### src/rtl/controller_defs.sv
// Shared definitions for the RV32I controllers (single-cycle and multi-cycle).
// Contents:
//   - opcode constants for the supported instruction classes
//   - state_t: multi-cycle FSM state encodings (visible on the debug port)
//   - alu_src_a / alu_src_b mux select codes
//   - alu_op codes handed to the ALU decoder
//   - is_retire_state(): states whose exit completes an instruction
package controller_defs;

    localparam logic [6:0] OP_R      = 7'b0110011;
    localparam logic [6:0] OP_I      = 7'b0010011;
    localparam logic [6:0] OP_LOAD   = 7'b0000011;
    localparam logic [6:0] OP_STORE  = 7'b0100011;
    localparam logic [6:0] OP_BRANCH = 7'b1100011;

    typedef enum logic [3:0] {
        S_FETCH   = 4'd0,
        S_DECODE  = 4'd1,
        S_MEM_ADR = 4'd2,
        S_MEM_RD  = 4'd3,
        S_MEM_WB  = 4'd4,
        S_MEM_WR  = 4'd5,
        S_EXEC_R  = 4'd6,
        S_EXEC_I  = 4'd7,
        S_ALU_WB  = 4'd8,
        S_BRANCH  = 4'd9
    } state_t;

    localparam logic [1:0] SRC_A_PC    = 2'b00;
    localparam logic [1:0] SRC_A_OLDPC = 2'b01;
    localparam logic [1:0] SRC_A_RS1   = 2'b10;

    localparam logic [1:0] SRC_B_RS2   = 2'b00;
    localparam logic [1:0] SRC_B_FOUR  = 2'b01;
    localparam logic [1:0] SRC_B_IMM   = 2'b10;

    localparam logic [1:0] ALU_ADD     = 2'b00;
    localparam logic [1:0] ALU_SUB     = 2'b01;
    localparam logic [1:0] ALU_RFUNCT  = 2'b10;
    localparam logic [1:0] ALU_IFUNCT  = 2'b11;

    // MEM_WR is excluded: it only retires once memory accepts the write.
    function automatic logic is_retire_state(input state_t s);
        return (s == S_MEM_WB) || (s == S_ALU_WB) || (s == S_BRANCH);
    endfunction

endpackage

### src/rtl/multicycle_controller.sv
// Multi-cycle Moore controller for the RV32I datapath.
// Sequences each instruction through FETCH/DECODE/EXECUTE/MEM/WB, drives the
// shared ALU, register file and unified memory, and counts retired instructions.
// Ports:
//   clk, reset          : rising-edge clock, asynchronous active-high reset
//   opcode              : instr[6:0] from the instruction register
//   zero                : ALU zero flag (branch decision)
//   mem_ready           : memory access completes this cycle
//   pc_write, ir_write  : PC / IR load enables
//   iord                : memory address select (0=PC, 1=ALU result)
//   mem_read, mem_write : memory strobes
//   reg_write           : register-file write enable
//   mem_to_reg          : writeback select (1=memory, 0=ALU)
//   alu_src_a/b, alu_op : ALU operand selects and operation class
//   branch              : high in the BRANCH state
//   illegal             : one-cycle pulse on an unsupported opcode in DECODE
//   instret             : retired-instruction counter (wraps silently)
//   state               : current state encoding, for debug
module multicycle_controller
    import controller_defs::*;
#(
    parameter int unsigned USE_MEM_READY = 1,
    parameter int unsigned CNT_W         = 32,
    parameter int unsigned ST_W          = 4
) (
    input  logic             clk,
    input  logic             reset,
    input  logic [6:0]       opcode,
    input  logic             zero,
    input  logic             mem_ready,
    output logic             pc_write,
    output logic             ir_write,
    output logic             iord,
    output logic             mem_read,
    output logic             mem_write,
    output logic             reg_write,
    output logic             mem_to_reg,
    output logic [1:0]       alu_src_a,
    output logic [1:0]       alu_src_b,
    output logic [1:0]       alu_op,
    output logic             branch,
    output logic             illegal,
    output logic [CNT_W-1:0] instret,
    output logic [ST_W-1:0]  state
);

    state_t           r_state;
    state_t           w_next_state;
    logic [CNT_W-1:0] r_instret;
    logic             w_mem_ready;
    logic             w_retire;

    logic w_pc_write, w_ir_write, w_mem_read, w_mem_write, w_reg_write, w_illegal;

    assign w_mem_ready = (USE_MEM_READY != 0) ? mem_ready : 1'b1;

    // Next-state logic. w_retire marks the edge that completes an instruction.
    always_comb begin
        w_next_state = r_state;
        w_retire     = 1'b0;
        case (r_state)
            S_FETCH:   if (w_mem_ready) w_next_state = S_DECODE;
            S_DECODE: begin
                case (opcode)
                    OP_R:              w_next_state = S_EXEC_R;
                    OP_I:              w_next_state = S_EXEC_I;
                    OP_LOAD, OP_STORE: w_next_state = S_MEM_ADR;
                    OP_BRANCH:         w_next_state = S_BRANCH;
                    default:           w_next_state = S_FETCH;
                endcase
            end
            // The IR holds the opcode stable, so it can be re-examined here.
            S_MEM_ADR: w_next_state = (opcode == OP_LOAD) ? S_MEM_RD : S_MEM_WR;
            S_MEM_RD:  if (w_mem_ready) w_next_state = S_MEM_WB;
            S_MEM_WR: begin
                if (w_mem_ready) begin
                    w_next_state = S_FETCH;
                    w_retire     = 1'b1;
                end
            end
            S_EXEC_R, S_EXEC_I: w_next_state = S_ALU_WB;
            S_MEM_WB, S_ALU_WB, S_BRANCH: begin
                w_next_state = S_FETCH;
                w_retire     = is_retire_state(r_state);
            end
            default:   w_next_state = S_FETCH;
        endcase
    end

    always_ff @(posedge clk or posedge reset) begin
        if (reset) begin
            r_state   <= S_FETCH;
            r_instret <= '0;
        end else begin
            r_state <= w_next_state;
            if (w_retire) r_instret <= r_instret + CNT_W'(1);
        end
    end

    // Moore output decode; only the FETCH enables, BRANCH pc_write and the
    // DECODE illegal flag look at inputs.
    always_comb begin
        w_pc_write  = 1'b0;
        w_ir_write  = 1'b0;
        iord        = 1'b0;
        w_mem_read  = 1'b0;
        w_mem_write = 1'b0;
        w_reg_write = 1'b0;
        mem_to_reg  = 1'b0;
        alu_src_a   = SRC_A_PC;
        alu_src_b   = SRC_B_RS2;
        alu_op      = ALU_ADD;
        branch      = 1'b0;
        w_illegal   = 1'b0;
        case (r_state)
            S_FETCH: begin
                w_mem_read = 1'b1;
                alu_src_b  = SRC_B_FOUR;
                w_pc_write = w_mem_ready;
                w_ir_write = w_mem_ready;
            end
            S_DECODE: begin
                alu_src_a = SRC_A_OLDPC;
                alu_src_b = SRC_B_IMM;
                w_illegal = !(opcode == OP_R || opcode == OP_I || opcode == OP_LOAD ||
                              opcode == OP_STORE || opcode == OP_BRANCH);
            end
            S_MEM_ADR: begin
                alu_src_a = SRC_A_RS1;
                alu_src_b = SRC_B_IMM;
            end
            S_MEM_RD: begin
                w_mem_read = 1'b1;
                iord       = 1'b1;
            end
            S_MEM_WB: begin
                w_reg_write = 1'b1;
                mem_to_reg  = 1'b1;
            end
            S_MEM_WR: begin
                w_mem_write = 1'b1;
                iord        = 1'b1;
            end
            S_EXEC_R: begin
                alu_src_a = SRC_A_RS1;
                alu_src_b = SRC_B_RS2;
                alu_op    = ALU_RFUNCT;
            end
            S_EXEC_I: begin
                alu_src_a = SRC_A_RS1;
                alu_src_b = SRC_B_IMM;
                alu_op    = ALU_IFUNCT;
            end
            S_ALU_WB:  w_reg_write = 1'b1;
            S_BRANCH: begin
                alu_src_a  = SRC_A_RS1;
                alu_src_b  = SRC_B_RS2;
                alu_op     = ALU_SUB;
                branch     = 1'b1;
                w_pc_write = zero;
            end
            default: ;
        endcase
    end

    // Reset masks every strobe so nothing is written while reset is held.
    assign pc_write  = w_pc_write  & ~reset;
    assign ir_write  = w_ir_write  & ~reset;
    assign mem_read  = w_mem_read  & ~reset;
    assign mem_write = w_mem_write & ~reset;
    assign reg_write = w_reg_write & ~reset;
    assign illegal   = w_illegal   & ~reset;

    assign instret = r_instret;
    assign state   = ST_W'(r_state);

endmodule

### config.mk
export PLATFORM = sky130hd
export DESIGN_NAME = multicycle_controller
export DESIGN_NICKNAME = d
export VERILOG_FILES = /design/src/rtl/controller_defs.sv /design/src/rtl/multicycle_controller.sv
export SDC_FILE = /design/constraint.sdc
export NUM_CORES = 1
export LEC_CHECK = 0
export BUFFER_PORTS_ARGS = -buffer_cell sky130_fd_sc_hd__buf_2
export CAP_MARGIN = 20
export CORE_ASPECT_RATIO = 0.7
export CORE_UTILIZATION = 51
export CTS_CLUSTER_DIAMETER = 60
export DETAILED_ROUTE_END_ITERATION = 6
export HOLD_SLACK_MARGIN = 0.03
export PLACE_DENSITY = 0.81
export SLEW_MARGIN = 20
export SYNTH_ARGS = -nofsm -noshare
export SYNTH_HDL_FRONTEND = slang
export SYNTH_SLANG_ARGS = --single-unit
### constraint.sdc
create_clock -name clk -period 2.4 [get_ports clk]
set_input_delay 0.36 -clock clk [delete_from_list [all_inputs] [get_ports clk]]
set_output_delay 0.36 -clock clk [all_outputs]
set_load 0.01 [all_outputs]
[After elaboration in Yosys (flattened, before gate mapping)]
Cells that the tools add are included.
W data, S select, Z words.
Storage, ports and cells
  input bits: 11
  word-level logic and storage cells: 64
  register bits after elaboration: 36
  output and inout bits: 51
Cells by class
  bitwise gates (word level): 7
  equal/unequal tests: 17
  reductions and logical operators: 17
  add/subtract/negate cells: 1
  multiplexer cells: 20
Operator list (count)
  $add A32 B1 Y32 const B: 1
  $pmux W4 S6: 1
  $eq A4 B3 Y1 const B: 4
  $pmux W4 S4: 1
  $eq A7 B6 Y1 const B: 2
  $mux W4: 3
  $reduce_or A2 Y1: 5
  $mux W1: 9
  $eq A4 B2 Y1 const B: 2
  $eq A4 B4 Y1 const B: 2
  $pmux W2 S2: 2
  $eq A7 B2 Y1 const B: 1
  $eq A7 B5 Y1 const B: 1
  $eq A7 B7 Y1 const B: 1
  $and A1 B1 Y1: 6
  $logic_or A1 B1 Y1: 6
  $ne A2 B2 Y1 const B: 3
  $pmux W2 S3: 1
  $reduce_or A3 Y1: 2
  $eq A4 B1 Y1 const B: 1
  $logic_not A4 Y1: 1
  $pmux W1 S2: 2
  $reduce_or A4 Y1: 1
  $mux W3: 1
  3 further kinds: 3

[Longest topological paths before layout]
Gate-level depths: netlist of run 1.
  depth in word-level cells: 8
  depth in mapped cells: 6

[Least setup slack after synthesis of run 1]
Ideal clock, no wire load.
  path kind: register to output
  start point: register r_state[1], in the netlist state[1]
  end point: output port pc_write
  required time: 2.040 ns
  stages on the path, launching flop included: 6
  setup slack: 0.345 ns
  arrival time: 1.695 ns
  cell sequence: dfrtp_1 > buf_2 > clkbuf_1 > nor4_1 > nand2_1 > a21oi_1
Between the ends
  word-level cells in the longest chain between the ends: 3
  elaborated cells between the ends (all ways): 4
RTL lines
  start, declared: line multicycle_controller.sv:47  | state_t r_state;
  start signal, assigned: line multicycle_controller.sv:95  | r_state <= w_next_state;
  $eq A4 B4 Y1 or $logic_not A4 Y1 (tied branches): line multicycle_controller.sv:115  | case (r_state)
  $pmux W1 S2 *: line multicycle_controller.sv:115
  $and A1 B1 Y1 *: line multicycle_controller.sv:167  | assign pc_write = w_pc_write & ~reset;
  end, declared: line multicycle_controller.sv:31  | output logic pc_write,
Mark *: on every way between the ends. The rest lies on a longest branch, timed or not.

[Worst setup path after layout of run 1]
  start point: register r_state[1], in the netlist state[1]
  end point: output port alu_src_a[1]
Between the ends
  word-level cells in the longest chain between the ends: 3
  elaborated cells between the ends (all ways): 7
RTL lines
  $eq A4 B4 Y1 (tied with other cells): line multicycle_controller.sv:115
  $reduce_or A4 Y1 (no line)
  $pmux W2 S2 *: line multicycle_controller.sv:115
  end, declared: line multicycle_controller.sv:38  | output logic [1:0] alu_src_a,
Marks and branches as above.

==> results.txt, run 1 <==
status -> complete, no violations
unrepaired setup endpoints after global routing -> no
setup TNS -> 0 ps
post-route minimum period -> 2200 ps
Pleak -> 1.20 nW
maxcap violations -> 0
post-synthesis cell count -> 193
Max clock buf depth -> 2
CTS tree -> built
1st-pass router iterations -> 5
worst hold slack -> 261 ps
row cnt -> 18
routability cong. -> 0.782
Clock Power Share -> 0.346
total number of vias -> 1667
Clock Skews -> 2.94 ps
Post-synth EDFFs -> 0
Die X -> 76.4 um
Design Power -> 1.26 mW
Hold/Removal Path Class -> primary input to async pin
Internal -> 936 uW
worst setup path class -> flip-flop to output port
largest area contributor in the netlist -> dfrtp_1
CP Buf/Inv Count -> 1
first-pass GRT wire length -> 6.98 mm
post-DP HPWL -> 3.10 mm
hold buffers post-CTS -> 0
num ports -> 62
final setup fails -> 0
CP arrival -> 1840 ps
initial antenna violation count -> 0
Root Driver -> clkbuf_8
Routed WL per cell -> 13.5 um
Inserted Diodes -> 0
Logic pwr share -> 0.133
post-CTS sizing -> 0
post-synthesis register bit count -> 36
sequential share of the synthesized area -> 0.456
Yosys top cell area share -> 0.456
top_reg_cell synth -> dfrtp_1
post-CTS setup buffers -> 0
Fmax -> 454 MHz
chip height -> 54.1 um
CTS Buf Count -> 5
I/O Buffers -> 61
Total Routing Usage GR -> 0.224
grt total ovfl -> 0
Critical Path Start Type -> flip-flop
Tcrit/Tclk final -> 0.917
Clock Sinks -> 36
Synthesized Nets -> 205
post-synthesis cell type count -> 45
top cells by count, synth -> dfrtp_1 (36), xnor2_1 (24), nand2_1 (18), nor2_1 (16), nand3_1 (12)
worst skew pair latency -> 280 ps
H-tree level count -> 2
Vias/cell -> 5.41
vias in the first global route -> 1494
CP Max Fanout -> 12
slowest cell on the critical path -> dfrtp_1
DRT Wirelength -> 4.15 mm
top post-synthesis cells by area -> dfrtp_1 (46%), xnor2_1 (11%), xor2_1 (4.0%)
Final Max Slew Viols -> 0
Slew HR -> 0.657
nets -> 269
Synth Area per Inst -> 10.2 um2
antenna-violating nets left -> 0
Non-Filler Instances -> 308
top-count cell post-synth -> dfrtp_1
initial drt markers -> 75
max incr delay on CP -> 590 ps
actual slew at the worst max-slew pin -> 511 ps
final hold vios -> 0
VDD IR max -> 0.211 mV
ys async rst share -> 1.00
pin count of the biggest net entering global routing -> 37
layout cell share with drive strength beyond 1 -> 0.322
PD cells -> 521 mW/mm2
Clk pin slew, worst setup/hold paths -> 70 ps
Psw -> 329 uW
placed insts -> 300
die area -> 0.00413 mm2
Yosys warnings -> 0
Initial Utilization -> 0.549
delay-heaviest family, CP -> simple AND/OR/NAND/NOR gates
Post-Syn Area -> 0.00198 mm2
Core ar. -> 0.00360 mm2
Area Overhead vs Synth -> 22.8%
Req. time, crit path -> 2040 ps
sw frac -> 0.260
worst-path cell chain -> nor2b_1 -> nor3b_1 -> or3_1 -> buf_2
Residual DRC -> 0
Reg power frac -> 0.521
CP endpoint kind -> output port
## path summary, 6_finish.rpt
kind	cells past startpoint	to	slack (ps)	start
worst max-delay path	4	alu_src_a[1]	200	state[1]$_DFFE_PP0P_
max in group asynchronous	3	instret[24]$_DFFE_PP0P_	1820	reset
min in group clk	2	state[1]$_DFFE_PP0P_	350	mem_ready
worst min-delay path	3	state[3]$_DFFE_PP0P_	260	reset
worst max register to register	5	instret[29]$_DFFE_PP0P_	310	state[2]$_DFFE_PP0P_
worst min register to register	1	instret[23]$_DFFE_PP0P_	490	instret[23]$_DFFE_PP0P_
## power by group through the flow
stage	clock, mW	combinational (mW)	sequential, mW
floorplan	0	0.0933	0.676
global placement	0	0.166	0.669
detailed placement	0	0.170	0.671
CTS	0.448	0.171	0.659
global route	0.481	0.188	0.664
finish	0.438	0.168	0.659
## flip-flops by register name, summed over array words and instances (netlist names)
name	count
instret	32
state	4
## cell type report
cell class	count	area [um2]
clock buffers	7	86.3
clock inverters	1	7.51
multi-input cells	146	1030
repair buffers	64	328
well taps	50	62.6
flip-flops and latches	36	901
fillers	309	1170
inverters	4	15.0
## worst min-delay path: stages
cell   delay [ps]
buf_2         140
inv_1          80
buf_4         390
## cells in the final DEF (no fill, tap or decap), types with 2 or more instances in the layout
cell type,count
a211oi_1,2
a21oi_1,6
and2_1,2
and3_1,4
and4_1,3
buf_2,61
buf_4,3
clkbuf_8,6
dfrtp_1,36
inv_1,4
nand2_1,18
nand2b_1,3
nand3_1,12
nand4_1,11
nor2_1,16
nor2b_1,2
nor3_1,4
nor3b_1,3
nor4_1,2
nor4_4,2
nor4b_2,2
xnor2_1,24
xor2_1,9
## routing by layer
layer | part of all wire | track usage
met4 | 0.016 | 0.0833
met5 | 0 | 0
met2 | 0.43 | 0.342
met1 | 0.49 | 0.306
met3 | 0.058 | 0.0644
## cells by family (layout without fill, tap and decap cells)
| logic type | Yosys count | count (layout) | synth area share |
|---|---|---|---|
| and+or+nand+nor | 94 | 94 | 0.300 |
| DFF | 36 | 36 | 0.456 |
| xor gates and xnor gates | 33 | 33 | 0.146 |
| AOI/OAI and AO/OA | 17 | 17 | 0.0620 |
| buffers and inverters | 11 | 76 | 0.0240 |
| adders and majority gates | 1 | 1 | 0.00633 |
| muxes | 1 | 1 | 0.00570 |
## metrics by stage
stage / cell area, um2 / worst slack, ps / util
2_1_floorplan: 1980 / 345 / -
3_3_place_gp: 2330 / 445 / 0.648
3_5_place_dp: 2330 / 314 / 0.648
4_1_cts: 2430 / 191 / 0.674
5_1_grt: 2430 / 32.8 / 0.674
6_report: 2430 / 200 / 0.674
Note: power is estimated with default switching activity, not from simulation.
==> run 2, diff against run 1 <==
==> constraint.sdc (replaced) <==
create_clock -name clk -period 2.45 [get_ports clk]
set_input_delay 0.3675 -clock clk [delete_from_list [all_inputs] [get_ports clk]]
set_output_delay 0.3675 -clock clk [all_outputs]
set_load 0.01 [all_outputs]
==> results.txt, run 2 (synthesis results as in run 1) <==
status -> complete, no violations
Final Instance Area -> 0.00244 mm2 (+0.57%)
Slew HR -> 0.660 (+0.00375)
Critical Path Start Type -> flip-flop
Logic pwr share -> 0.126 (-0.007)
fill count -> 290 (-6.1%)
CP arrival -> 1810 ps (-30 ps)
Total Routing Usage GR -> 0.223 (-0.000857)
CTS Buf Count -> 5 (unchanged)
Clk pin slew, worst setup/hold paths -> 70 ps (about the same)
unrepaired setup endpoints after global routing -> no
Fmax -> 460 MHz
Clock Power Share -> 0.382 (+0.036)
initial drt markers -> 101 (+35%)
final hold vios -> 0 (unchanged)
Internal -> 991 uW (+5.9%)
Place WS -> 395 ps (+80.9 ps)
Worst Slack Setup Final -> 276 ps (+76.1 ps)
row cnt -> 18 (unchanged)
total number of vias -> 1674 (+0.42%)
max FFs per register -> 32 (unchanged)
post-CTS setup buffers -> 0 (unchanged)
Worst Reg-to-Reg Cells -> 5 (unchanged)
die area -> 0.00413 mm2 (unchanged)
1st-pass router iterations -> 4 (-1)
CP endpoint kind -> output port
Req. time, crit path -> 2080 ps (+40 ps)
maxcap violations -> 0 (unchanged)
Final Max Slew Viols -> 0 (unchanged)
setup TNS -> 0 ps (unchanged)
final setup fails -> 0 (unchanged)
worst skew pair latency -> 280 ps (about the same)
vias in the first global route -> 1542 (+3.2%)
DRT Wirelength -> 4.18 mm (+0.67%)
Hold/Removal Path Class -> primary input to async pin
Inserted Diodes -> 0 (unchanged)
Vias/cell -> 5.44 (+0.42%)
Pleak -> 1.21 nW (+0.89%)
layout cell share with drive strength beyond 1 -> 0.322 (unchanged)
Residual DRC -> 0 (unchanged)
Routed WL per cell -> 13.6 um (+0.67%)
reg-to-reg startpoint -> state[2]$_DFFE_PP0P_
Root Driver -> clkbuf_8
Clock Sinks -> 36 (unchanged)
CP Max Fanout -> 12 (unchanged)
sw frac -> 0.246 (-0.0146)
Initial Utilization -> 0.549 (unchanged)
CTS tree -> built
chip height -> 54.1 um (unchanged)
worst setup path class -> flip-flop to output port
grt total ovfl -> 0 (unchanged)
post-CTS sizing -> 0 (unchanged)
Reg power frac -> 0.492 (-0.029)
post-DP HPWL -> 3.12 mm (+0.48%)
Psw -> 323 uW (-2.0%)
nets -> 269 (unchanged)
initial antenna violation count -> 0 (unchanged)
antenna-violating nets left -> 0 (unchanged)
Area Overhead vs Synth -> 23.5%
Post-DP Area -> 0.00233 mm2 (unchanged)
RR Endpoint -> instret[27]$_DFFE_PP0P_
actual slew at the worst max-slew pin -> 508 ps (-3.12 ps)
slowest cell on the critical path -> dfrtp_1
Tcrit/Tclk final -> 0.887
PD cells -> 538 mW/mm2 (+3.3%)
Die X -> 76.4 um (unchanged)
Max clock buf depth -> 2 (unchanged)
routability cong. -> 0.785 (+0.38%)
hold buffers post-CTS -> 0 (unchanged)
Core ar. -> 0.00360 mm2 (unchanged)
pin count of the biggest net entering global routing -> 37 (unchanged)
commonest non-fill, non-tap cell in the layout -> buf_2
I/O Buffers -> 61 (unchanged)
max incr delay on CP -> 600 ps (about the same)
VDD IR max -> 0.302 mV (+43%)
worst reg2reg setup slack -> 390 ps (+80 ps)
leading cell types in the layout, fill and taps excluded -> buf_2 (61), dfrtp_1 (36), xnor2_1 (24)
first-pass GRT wire length -> 7.07 mm (+1.3%)
num ports -> 62 (unchanged)
worst-path cell chain -> nor2b_1 -> nor3b_1 -> or3_1 -> buf_2
post-route minimum period -> 2170 ps
H-tree level count -> 2 (unchanged)
Clock Skews -> 3.50 ps (+0.559 ps)
==> run 2: worst max-delay path: cells and delay by family (launching register included) <==
kind / cells / cell delay [ps]
AND/OR/NAND/NOR: 3 / 810
buffers and inverters: 1 / 120
flip-flops: 1 / 600
==> run 2: worst max path at each step <==
stage / start / endpoint / cells after the start
2_1_floorplan: state[1]$_DFFE_PP0P_ / pc_write / 5
3_3_place_gp: state[2]$_DFFE_PP0P_ / instret[28]$_DFFE_PP0P_ / 5
3_5_place_dp: state[2]$_DFFE_PP0P_ / instret[27]$_DFFE_PP0P_ / 5
4_1_cts: state[1]$_DFFE_PP0P_ / alu_src_a[1] / 4
5_1_grt: state[2]$_DFFE_PP0P_ / pc_write / 4
6_report: state[1]$_DFFE_PP0P_ / alu_src_a[1] / 4
==> run 2: area by class of cell <==
class                      count  area (um2)  area share
timing repair buffer          64         328       0.134
inverter                       4        15.0     0.00615
sequential                    36         901       0.369
clock buffer                   6        72.6      0.0297
clock inverter                 2        35.0      0.0143
multi-input combinational    146        1030       0.421
tap                           50        62.6      0.0256
==> run 2: stage by stage <==
step                utilization  instances  power (mW)  hold slack [ps]
floorplan                     -        193       0.753              460
global placement          0.648        300       0.819              458
detailed placement        0.648        300       0.825              487
CTS                       0.678        308        1.33              289
global route              0.678        308        1.37              337
finish                    0.678        308        1.31              276
==> run 2: routing by layer <==
layer | global-route usage | wire length [um] | vias up
met4 | 0.0801 | 46 | 0
met3 | 0.0492 | 244 | 6
met2 | 0.372 | 1850 | 67
met5 | 0 | 0 | -
met1 | 0.293 | 2030 | 788
li1 | - | - | 813
==> run 2: power groups by stage <==
stage | sequential (mW) | clock [mW] | combinational, mW
after detailed placement | 0.658 | 0 | 0.167
after global routing | 0.651 | 0.538 | 0.185
after floorplan | 0.662 | 0 | 0.0914
after CTS | 0.646 | 0.513 | 0.168
after global placement | 0.656 | 0 | 0.163
final | 0.647 | 0.502 | 0.165
==> run 3, diff against run 2 <==
--- a/config.mk
+++ b/config.mk
@@ -8,11 +8,11 @@
 export BUFFER_PORTS_ARGS = -buffer_cell sky130_fd_sc_hd__buf_2
 export CAP_MARGIN = 20
 export CORE_ASPECT_RATIO = 0.7
-export CORE_UTILIZATION = 51
+export CORE_UTILIZATION = 46
 export CTS_CLUSTER_DIAMETER = 60
 export DETAILED_ROUTE_END_ITERATION = 6
 export HOLD_SLACK_MARGIN = 0.03
-export PLACE_DENSITY = 0.81
+export PLACE_DENSITY = 0.77
 export SLEW_MARGIN = 20
 export SYNTH_ARGS = -nofsm -noshare
 export SYNTH_HDL_FRONTEND = slang
==> constraint.sdc (replaced) <==
create_clock -name clk -period 1.8 [get_ports clk]
set_input_delay 0.27 -clock clk [delete_from_list [all_inputs] [get_ports clk]]
set_output_delay 0.27 -clock clk [all_outputs]
set_load 0.01 [all_outputs]
==> results.txt, run 3 (synthesis results as in run 1) <==
Core ar. -> 0.00402 mm2 (+11%)
Slew HR -> 0.699 (+0.0385)
Vias/cell -> 5.28 (-2.8%)
Hold/Removal Path Class -> primary input to async pin
post-route minimum period -> 1820 ps
slowest cell on the critical path -> dfrtp_2
pin count of the biggest net entering global routing -> 37 (unchanged)
final setup fails -> 3 (+3)
Inserted Diodes -> 0 (unchanged)
first-pass GRT wire length -> 7.97 mm (+13%)
I/O Buffers -> 61 (unchanged)
fill count -> 304 (+4.8%)
CTS Buf Count -> 5 (unchanged)
routability cong. -> 0.801 (+2.2%)
unrepaired setup endpoints after global routing -> yes
CP Buf/Inv Count -> 2 (+1)
Worst Reg-to-Reg Cells -> 6 (+1)
initial antenna violation count -> 0 (unchanged)
GR Layer Usage met3 -> 0.0585 (+0.00938)
met2 usage -> 0.345 (-0.0273)
worst reg2reg setup slack -> 100 ps (-290 ps)
worst setup path class -> flip-flop to output port
failing checks -> negative setup slack
1st-pass router iterations -> 4 (unchanged)
GRT Max-Usage Layer -> met2
status -> complete, but fails checks
num ports -> 62 (unchanged)
DRT Wirelength -> 5.04 mm (+20%)
reg-to-reg startpoint -> instret[14]$_DFFE_PP0P_
commonest non-fill, non-tap cell in the layout -> buf_2
antenna-violating nets left -> 0 (unchanged)
Residual DRC -> 0 (unchanged)
Clk pin slew, worst setup/hold paths -> 70 ps (about the same)
max FFs per register -> 32 (unchanged)
nets -> 301 (+12%)
leading cell types in the layout, fill and taps excluded -> buf_2 (60), dfrtp_1 (34), buf_4 (25)
Die X -> 80.4 um (+5.2%)
Clock Skews -> 8.53 ps (+5.03 ps)
Pleak -> 1.44 nW (+19%)
Area Overhead vs Synth -> 46.4%
final hold vios -> 0 (unchanged)
worst hold slack -> 216 ps (-59.6 ps)
CP Max Fanout -> 9 (-3)
worst skew pair latency -> 290 ps (about the same)
Initial Utilization -> 0.492 (-0.0566)
setup TNS -> -44.5 ps (-44.5 ps)
delay-heaviest family, CP -> flip-flops
Fmax -> 549 MHz
Req. time, crit path -> 1530 ps (-550 ps)
Total Routing Usage GR -> 0.229 (+0.00545)
Max clock buf depth -> 2 (unchanged)
VDD IR max -> 0.445 mV (+48%)
chip height -> 56.9 um (+5.1%)
total number of vias -> 1807 (+7.9%)
Final Max Slew Viols -> 0 (unchanged)
H-tree level count -> 2 (unchanged)
Tcrit/Tclk final -> 1.01
CP arrival -> 1550 ps (-260 ps)
CTS tree -> built
RR Endpoint -> instret[29]$_DFFE_PP0P_
grt total ovfl -> 0 (unchanged)
row cnt -> 19 (+1)
post-DP HPWL -> 3.25 mm (+4.1%)
max incr delay on CP -> 440 ps (-160 ps)
Routed WL per cell -> 14.7 um (+8.5%)
initial drt markers -> 73 (-28%)
layout cell share with drive strength beyond 1 -> 0.469 (+0.147)
vias in the first global route -> 1697 (+10%)
actual slew at the worst max-slew pin -> 452 ps (-56.5 ps)
die area -> 0.00457 mm2 (+11%)
Root Driver -> clkbuf_8
Critical Path Start Type -> flip-flop
Worst Slack Setup Final -> -22.6 ps (-298 ps)
worst-path cell chain -> buf_12 -> nor4b_4 -> nand2_1 -> a21oi_1 -> buf_2
maxcap violations -> 0 (unchanged)
CP endpoint kind -> output port
Clock Sinks -> 36 (unchanged)
GR Util met1 -> 0.321 (+0.0281)
PD cells -> 650 mW/mm2 (+21%)
Place WS -> 49.1 ps (-346 ps)
==> run 3: layout make-up <==
cell class,count,area [um2],area share
Clock buffer,6,72.6,0.0251
Clock inverter,2,35.0,0.0121
Inverter,4,15.0,0.00519
Multi-Input combinational cell,146,1150,0.398
Sequential cell,36,903,0.312
Tap cell,52,65.1,0.0225
Timing Repair Buffer,96,651,0.225
==> run 3: routing by layer <==
layer,wire length [um],part of all wire
met1,2360,0.47
met2,2370,0.47
met4,19,0.0038
met5,0,0
met3,286,0.057
==> run 3: power by group <==
| group | total, mW | switching (mW) | internal [mW] |
|---|---|---|---|
| clock | 0.694 | 0.284 | 0.411 |
| sequential | 0.880 | 0.0413 | 0.839 |
| combinational | 0.306 | 0.160 | 0.146 |
==> run 3: worst max-delay path by stage <==
stage / to / start / slack [ps] / cells after the start
after global routing: alu_src_b[1] / state[1]$_DFFE_PP0P_ / -130 / 5
after CTS: mem_read / state[2]$_DFFE_PP0P_ / -60 / 4
after detailed placement: instret[29]$_DFFE_PP0P_ / state[3]$_DFFE_PP0P_ / 50 / 5
after global placement: instret[29]$_DFFE_PP0P_ / instret[5]$_DFFE_PP0P_ / 100 / 5
after floorplan: pc_write / state[1]$_DFFE_PP0P_ / 20 / 5
final: pc_write / state[1]$_DFFE_PP0P_ / -20 / 5
==> run 3: what timing repair did <==
action / CTS / global route
setup endpoints to repair: 6 / 26
resized for setup: 12 / 28
pin swaps: 1 / 9
setup buffers: 9 / 10
hold buffers: 0 / 0
cloned: 1 / 0
==> run 3: worst reg2reg max path, cell delays in order, from the launching register on <==
cell     delay, ps
dfrtp_1        410
and4_4         240
nand4_1        140
nor4_4         300
buf_4          190
nor4b_4        200
xor2_1         150
==> run 3: metrics by stage <==
| stage | util | total power [mW] | cell area [um2] | instances |
|---|---|---|---|---|
| 2_1_floorplan | - | 1.03 | 1990 | 193 |
| 3_3_place_gp | 0.615 | 1.15 | 2470 | 315 |
| 3_5_place_dp | 0.615 | 1.15 | 2470 | 315 |
| 4_1_cts | 0.680 | 1.86 | 2730 | 332 |
| 5_1_grt | 0.720 | 1.96 | 2890 | 342 |
| 6_report | 0.720 | 1.88 | 2890 | 342 |
